==> config.mk <==
export PLATFORM = sky130hd
export DESIGN_NAME = pipe_adder
export DESIGN_NICKNAME = d
export VERILOG_FILES = /design/src/rtl/pipe_adder.sv
export SDC_FILE = /design/constraint.sdc
export NUM_CORES = 1
export LEC_CHECK = 0
export BUFFER_PORTS_ARGS = -buffer_cell sky130_fd_sc_hd__buf_2
export CORE_AREA = 10 10 59 61
export CTS_BUF_LIST = sky130_fd_sc_hd__clkbuf_8
export CTS_CLUSTER_DIAMETER = 40
export CTS_CLUSTER_SIZE = 28
export DETAILED_ROUTE_END_ITERATION = 8
export DIE_AREA = 0 0 69 71
export GPL_TIMING_DRIVEN = 0
export PLACE_DENSITY = 0.82
export SLEW_MARGIN = 10
export SYNTH_ARGS = -nofsm -noshare
export SYNTH_HDL_FRONTEND = slang
export SYNTH_SLANG_ARGS = --single-unit
==> constraint.sdc <==
create_clock -name clk -period 3 [get_ports clk]
set_clock_uncertainty 0.15 [all_clocks]
set_input_delay 0.15 -clock clk [delete_from_list [all_inputs] [get_ports clk]]
set_output_delay 0.15 -clock clk [all_outputs]
set_load 0.005 [all_outputs]
==> src/rtl/pipe_adder.sv <==
// pipe_adder: pipelined ripple-carry adder/subtractor with valid/ready back-pressure.
// Define PIPE_ADDER_OVF_EN to add the registered signed-overflow output ovf.
module pipe_adder #(
  parameter int WIDTH  = 8,
  parameter int STAGES = 2
) (
  input  logic             clk,
  input  logic             rst,
  input  logic             in_valid,
  output logic             in_ready,
  input  logic [WIDTH-1:0] a,
  input  logic [WIDTH-1:0] b,
  input  logic             cin,
  input  logic             sub,
  output logic             out_valid,
  input  logic             out_ready,
  output logic [WIDTH-1:0] s,
  output logic             cout
`ifdef PIPE_ADDER_OVF_EN
  ,
  output logic             ovf
`endif
);
  localparam int SEG = WIDTH / STAGES;
  logic             advance;
  logic [WIDTH-1:0] bx;
  logic             ci;
  assign advance  = !out_valid | out_ready;
  assign in_ready = advance;
  assign bx       = sub ? ~b : b;
  assign ci       = sub | cin;
  // Each stage adds its own segment and carries both operands forward for later stages.
  for (genvar i = 0; i < STAGES; i++) begin : g_st
    logic             v_q, c_q, v_d, c_d;
    logic [WIDTH-1:0] a_q, b_q, r_q, a_d, b_d, r_d, r_nx;
    logic [SEG:0]     seg;
    if (i == 0) begin : g_in
      assign v_d = in_valid;
      assign c_d = ci;
      assign a_d = a;
      assign b_d = bx;
      assign r_d = '0;
    end else begin : g_mid
      assign v_d = g_st[i-1].v_q;
      assign c_d = g_st[i-1].c_q;
      assign a_d = g_st[i-1].a_q;
      assign b_d = g_st[i-1].b_q;
      assign r_d = g_st[i-1].r_q;
    end
    assign seg = {1'b0, a_d[i*SEG +: SEG]} + {1'b0, b_d[i*SEG +: SEG]} + {{SEG{1'b0}}, c_d};
    always_comb begin
      r_nx = r_d;
      r_nx[i*SEG +: SEG] = seg[SEG-1:0];
    end
    always_ff @(posedge clk or posedge rst) begin
      if (rst) begin
        v_q <= 1'b0;
        c_q <= 1'b0;
        a_q <= '0;
        b_q <= '0;
        r_q <= '0;
      end else if (advance) begin
        v_q <= v_d;
        c_q <= seg[SEG];
        a_q <= a_d;
        b_q <= b_d;
        r_q <= r_nx;
      end
    end
  end
  assign out_valid = g_st[STAGES-1].v_q;
  assign s         = g_st[STAGES-1].r_q;
  assign cout      = g_st[STAGES-1].c_q;
`ifdef PIPE_ADDER_OVF_EN
  // Same-sign operands giving a different-sign MSB equals carry-in(MSB) ^ carry-out(MSB).
  always_ff @(posedge clk or posedge rst) begin
    if (rst) ovf <= 1'b0;
    else if (advance) ovf <= (g_st[STAGES-1].a_d[WIDTH-1] == g_st[STAGES-1].b_d[WIDTH-1]) &
                             (g_st[STAGES-1].r_nx[WIDTH-1] != g_st[STAGES-1].a_d[WIDTH-1]);
  end
`endif
endmodule

# [Yosys cells after proc, flatten, opt, wreduce, memory -nomap -nowiden]
# Cells that the tools add are included.
# W data, S select, Z words.
[totals] register_bits=32 latch_bits=0 ramBits=0 mem_bits_ro=0 inputBits=22 out_inout_bits=11 n_memories=0
[op_classes] n_addsub=4 multipliers=0 div_mod_pow=0 order_cmp=0 eq_ne=0 shifts=0 n_mux=1 bitwise=3 reduce_logical=1
[op_table] cell="$add A4 B4 Y5" n=2
[op_table] cell="$add A5 B1 Y5" n=2
[op_table] cell="$mux W8" n=1
[op_table] cell="$not A8 Y8" n=1
[op_table] cell="$or A1 B1 Y1" n=2
[op_table] cell="$logic_not A1 Y1" n=1

# [Longest topological paths before layout]
[logic_depth] depth_word=4 ltp_mapped=7

# [Least setup slack after synthesis]
# Ideal clock, no wire load.
[synth_timing] kind="input to register" startpoint="in sub" endpoint="reg g_st[0].c_q" arrival_ns=1.790 required_ns=2.728 path_slack_ns=0.938 path_stages=7 n_path_buf=1 path_cell_list="buf_4 > or2_2 > fa_1 > fa_1 > a21o_1 > a21oi_1 > a21oi_2"
[synth_via] elab_chain_cells=3
[synth_rtl] element="start: declaration" line="14" text="input logic sub,"
[synth_rtl] element="$mux W8" line="30" text="assign bx = sub ? ~b : b;"
[synth_rtl] element="$add A4 B4 Y5" line="50" text="assign seg = {1'b0, a_d[i*SEG +: SEG]} + {1'b0, b_d[i*SEG +: SEG]} + {{SEG{1'b0}}, c_d};"
[synth_rtl] element="$add A5 B1 Y5 *" line="50"
[synth_rtl] element="end signal: assignment" line="64" text="c_q <= seg[SEG];"
[synth_rtl] element="end: declaration" line="34" text="logic v_q, c_q, v_d, c_d;"
# Every way passes the cells marked *; elsewhere a longest branch is shown, timed or not.
# A chain may end at the register's enable or synchronous reset.

# [Worst setup path in the final report]
# Same ends and word-level chain as after synthesis.

==> results.yml <==
floorplanning:
  core_area_sq_um: 2387
  start_util: 0.5377
  die_h_microns: 71
  die_width_microns: 69
  rows: 18
  io_pins: 33
  die_area_sq_um: 4899
worst_setup_path:
  crit_required_ns: 3.00
  crit_top_cell: "fa_1"
  r2r_start: "g_st[0].c_q"
  worst_ep_arrival_time_ns: 1.92
  cp-startpoint: "sub"
  critPathCaptureType: "flip-flop"
  start_kind: "primary input"
  r2r_slack_ns: 1.28
  path_cells: "buf_4 -> or2_2 -> fa_1 -> fa_1 -> a21o_1 -> a21oi_1 -> a21oi_2"
  cp_top_family: "adder cells"
  worstSetupPathType: "in -> reg"
  cp_slowest_cell: "fa_1"
  path_buf_inv: 1
  critPathMaxStageDelay_ns: 0.42
  cp_max_fo: 9
sta:
  setup_ws_ns: 1.083
  period_minus_slack_ns: 1.917
  rsz0062_at_grt: "no"
  worst_pin_slew_ns: 0.8712
  holdWs_ns: 0.008334
  fin_setup_tns_ns: 0
  hold_violations: 0
  post-route-period-util: 0.6389
  finalSetupViolCount: 0
  slew_viol_final: 0
  slew_headroom: 0.4186
  max_freq_mhz: 521.8
cts:
  ctsRootBufferMaster: "clkbuf_8"
  clock-sinks: 24
  cts_max_level: 1
  cts_resized: 0
  post_cts_buffers: 0
  cts_inserted_buffers: 3
  cts_tree: "yes"
  cts_buffer_depth: 2
  clk_pin_slew_ns: 0.08
  cts.hold.buffers_added: 6
  clock_latency_ns: 0.26
placed_design:
  gp_congestion: 0.7952
  place_area_sq_um: 1476
  dp_slack_ns: 0.7892
  dpl.cell_count: 188
  post-dp-hpwl_microns: 2050
  io_buffers: 31
run_status:
  run_status: "finished, final reports clean"
global_route:
  grt_max_degree: 25
  overflow: 0
  grt_usage: 0.1105
  antenna_found_initial: 0
  grt_pass1_vias: 1031
  grt_pass1_wl_microns: 4581
cells_and_area:
  final_cells: 198
  area_growth_pct: 25.24
  antenna_cells: 0
  fin_nets: 201
  final_cell_mix: "42 x nand2_1, 31 x buf_2, 24 x dfrtp_1"
  final_layout_size_suffix_gt1_frac: 0.3155
  mostFrequentLayoutCell: "nand2_1"
  stdcell_area_sq_um: 1608
flow_run:
  drv_cap: 0
yosys:
  syn_inst: 127
  avgSynthCellArea_sq_um: 10.11
  ys_types: 22
  ys_seq_elements: 24
  seq_area_frac_synth: 0.4678
  yosysWarnings: 0
  syn_nets: 159
  syn_area_sq_um: 1284
drt:
  wl_per_cell_microns: 13.30
  vias: 961
  drtIter0Drc: 35
  drc: 0
  routed_wl_microns: 2634
  viasPerCell: 4.854
  final_antenna_net_count: 0
  firstDrtPassIters: 4
power_and_ir_drop:
  power.leakage_nw: 0.8310
  power_density_nw_per_um2: 653.0
  ir_drop_mv: 0.5140
worst_hold_path:
  min_path_type: "in -> reg"
  hp-start: "b[6]"
-- report_power, final --
part           internal, mW  total (mW)  leakage [nW]  switching [mW]
clock                 0.178       0.277        0.0357          0.0986
combinational         0.155       0.319         0.509           0.163
sequential            0.408       0.455         0.287          0.0465
-- cells in the mapped netlist (all sizes together) --
library cell | count | area share
a21o | 3 | 0.018
ha | 6 | 0.058
a21oi | 6 | 0.038
buf | 6 | 0.047
dfrtp | 24 | 0.47
or2 | 1 | 0.0049
nor2b | 2 | 0.016
inv | 6 | 0.021
fa | 4 | 0.062
xnor2 | 4 | 0.027
o21ai | 11 | 0.049
xor2 | 7 | 0.048
nand2 | 42 | 0.12
nor2 | 4 | 0.016
nand2b | 1 | 0.0049
-- sequential cells by signal (all words and copies together), names as in the netlist --
register and flops:
out_valid 1, g_st.r_q 4, g_st.b_q 4, cout 1, g_st.c_q 1, g_st.a_q 4, g_st.v_q 1, s 8
-- tightest hold or removal path, cell delays in order --
cell and delay (ns):
buf_2 0.08, xnor2_1 0.10, o21ai_1 0.05
-- path summary, 6_finish.rpt --
path | endpoint | depth (start not counted)
max | g_st[0].c_q | 7
min | g_st[0].b_q[6] | 3
max reg2reg | cout | 6
min reg2reg | g_st[0].v_q | 2
max in group asynchronous | g_st[0].b_q[7] | 3
min in group asynchronous | s[0] | 3
-- layer usage --
metal,global-route usage,vias to the layer above,part of all wire,routed length [microns]
li1,-,479,-,-
met1,0.1279,461,0.45,1189
met2,0.1992,19,0.51,1346
met3,0.01395,2,0.027,71
met4,0.04698,0,0.010,27
met5,0,-,0,0
-- logic make-up (layout without fill, tap and decap cells) --
family | count (synthesis) | count (layout) | synth area share
adders and majority gates | 10 | 10 | 0.1209
xor gates and xnor gates | 11 | 11 | 0.07505
and+or+nand+nor | 50 | 50 | 0.1637
AOI/OAI and AO/OA | 20 | 20 | 0.1043
buffers and inverters | 12 | 53 | 0.06822
DFF | 24 | 24 | 0.4678
-- layout make-up --
class                      count  area [sq um]
fill                         199         779.5
sequential                    24         600.6
multi-input combinational     91         595.6
timing repair buffer          37         215.2
buffer                         6         60.06
clock buffer                   3         41.29
tap                           30         37.54
clock inverter                 1         30.03
inverter                       6         27.53
-- through the flow --
step                  util  total power [mW]
finish              0.6735             1.050
global route        0.6735             1.127
CTS                 0.6735             1.066
global placement    0.6184            0.7591
detailed placement  0.6184            0.7806
floorplan                -            0.6610
No activity file was read; power rests on OpenSTA's default activity.
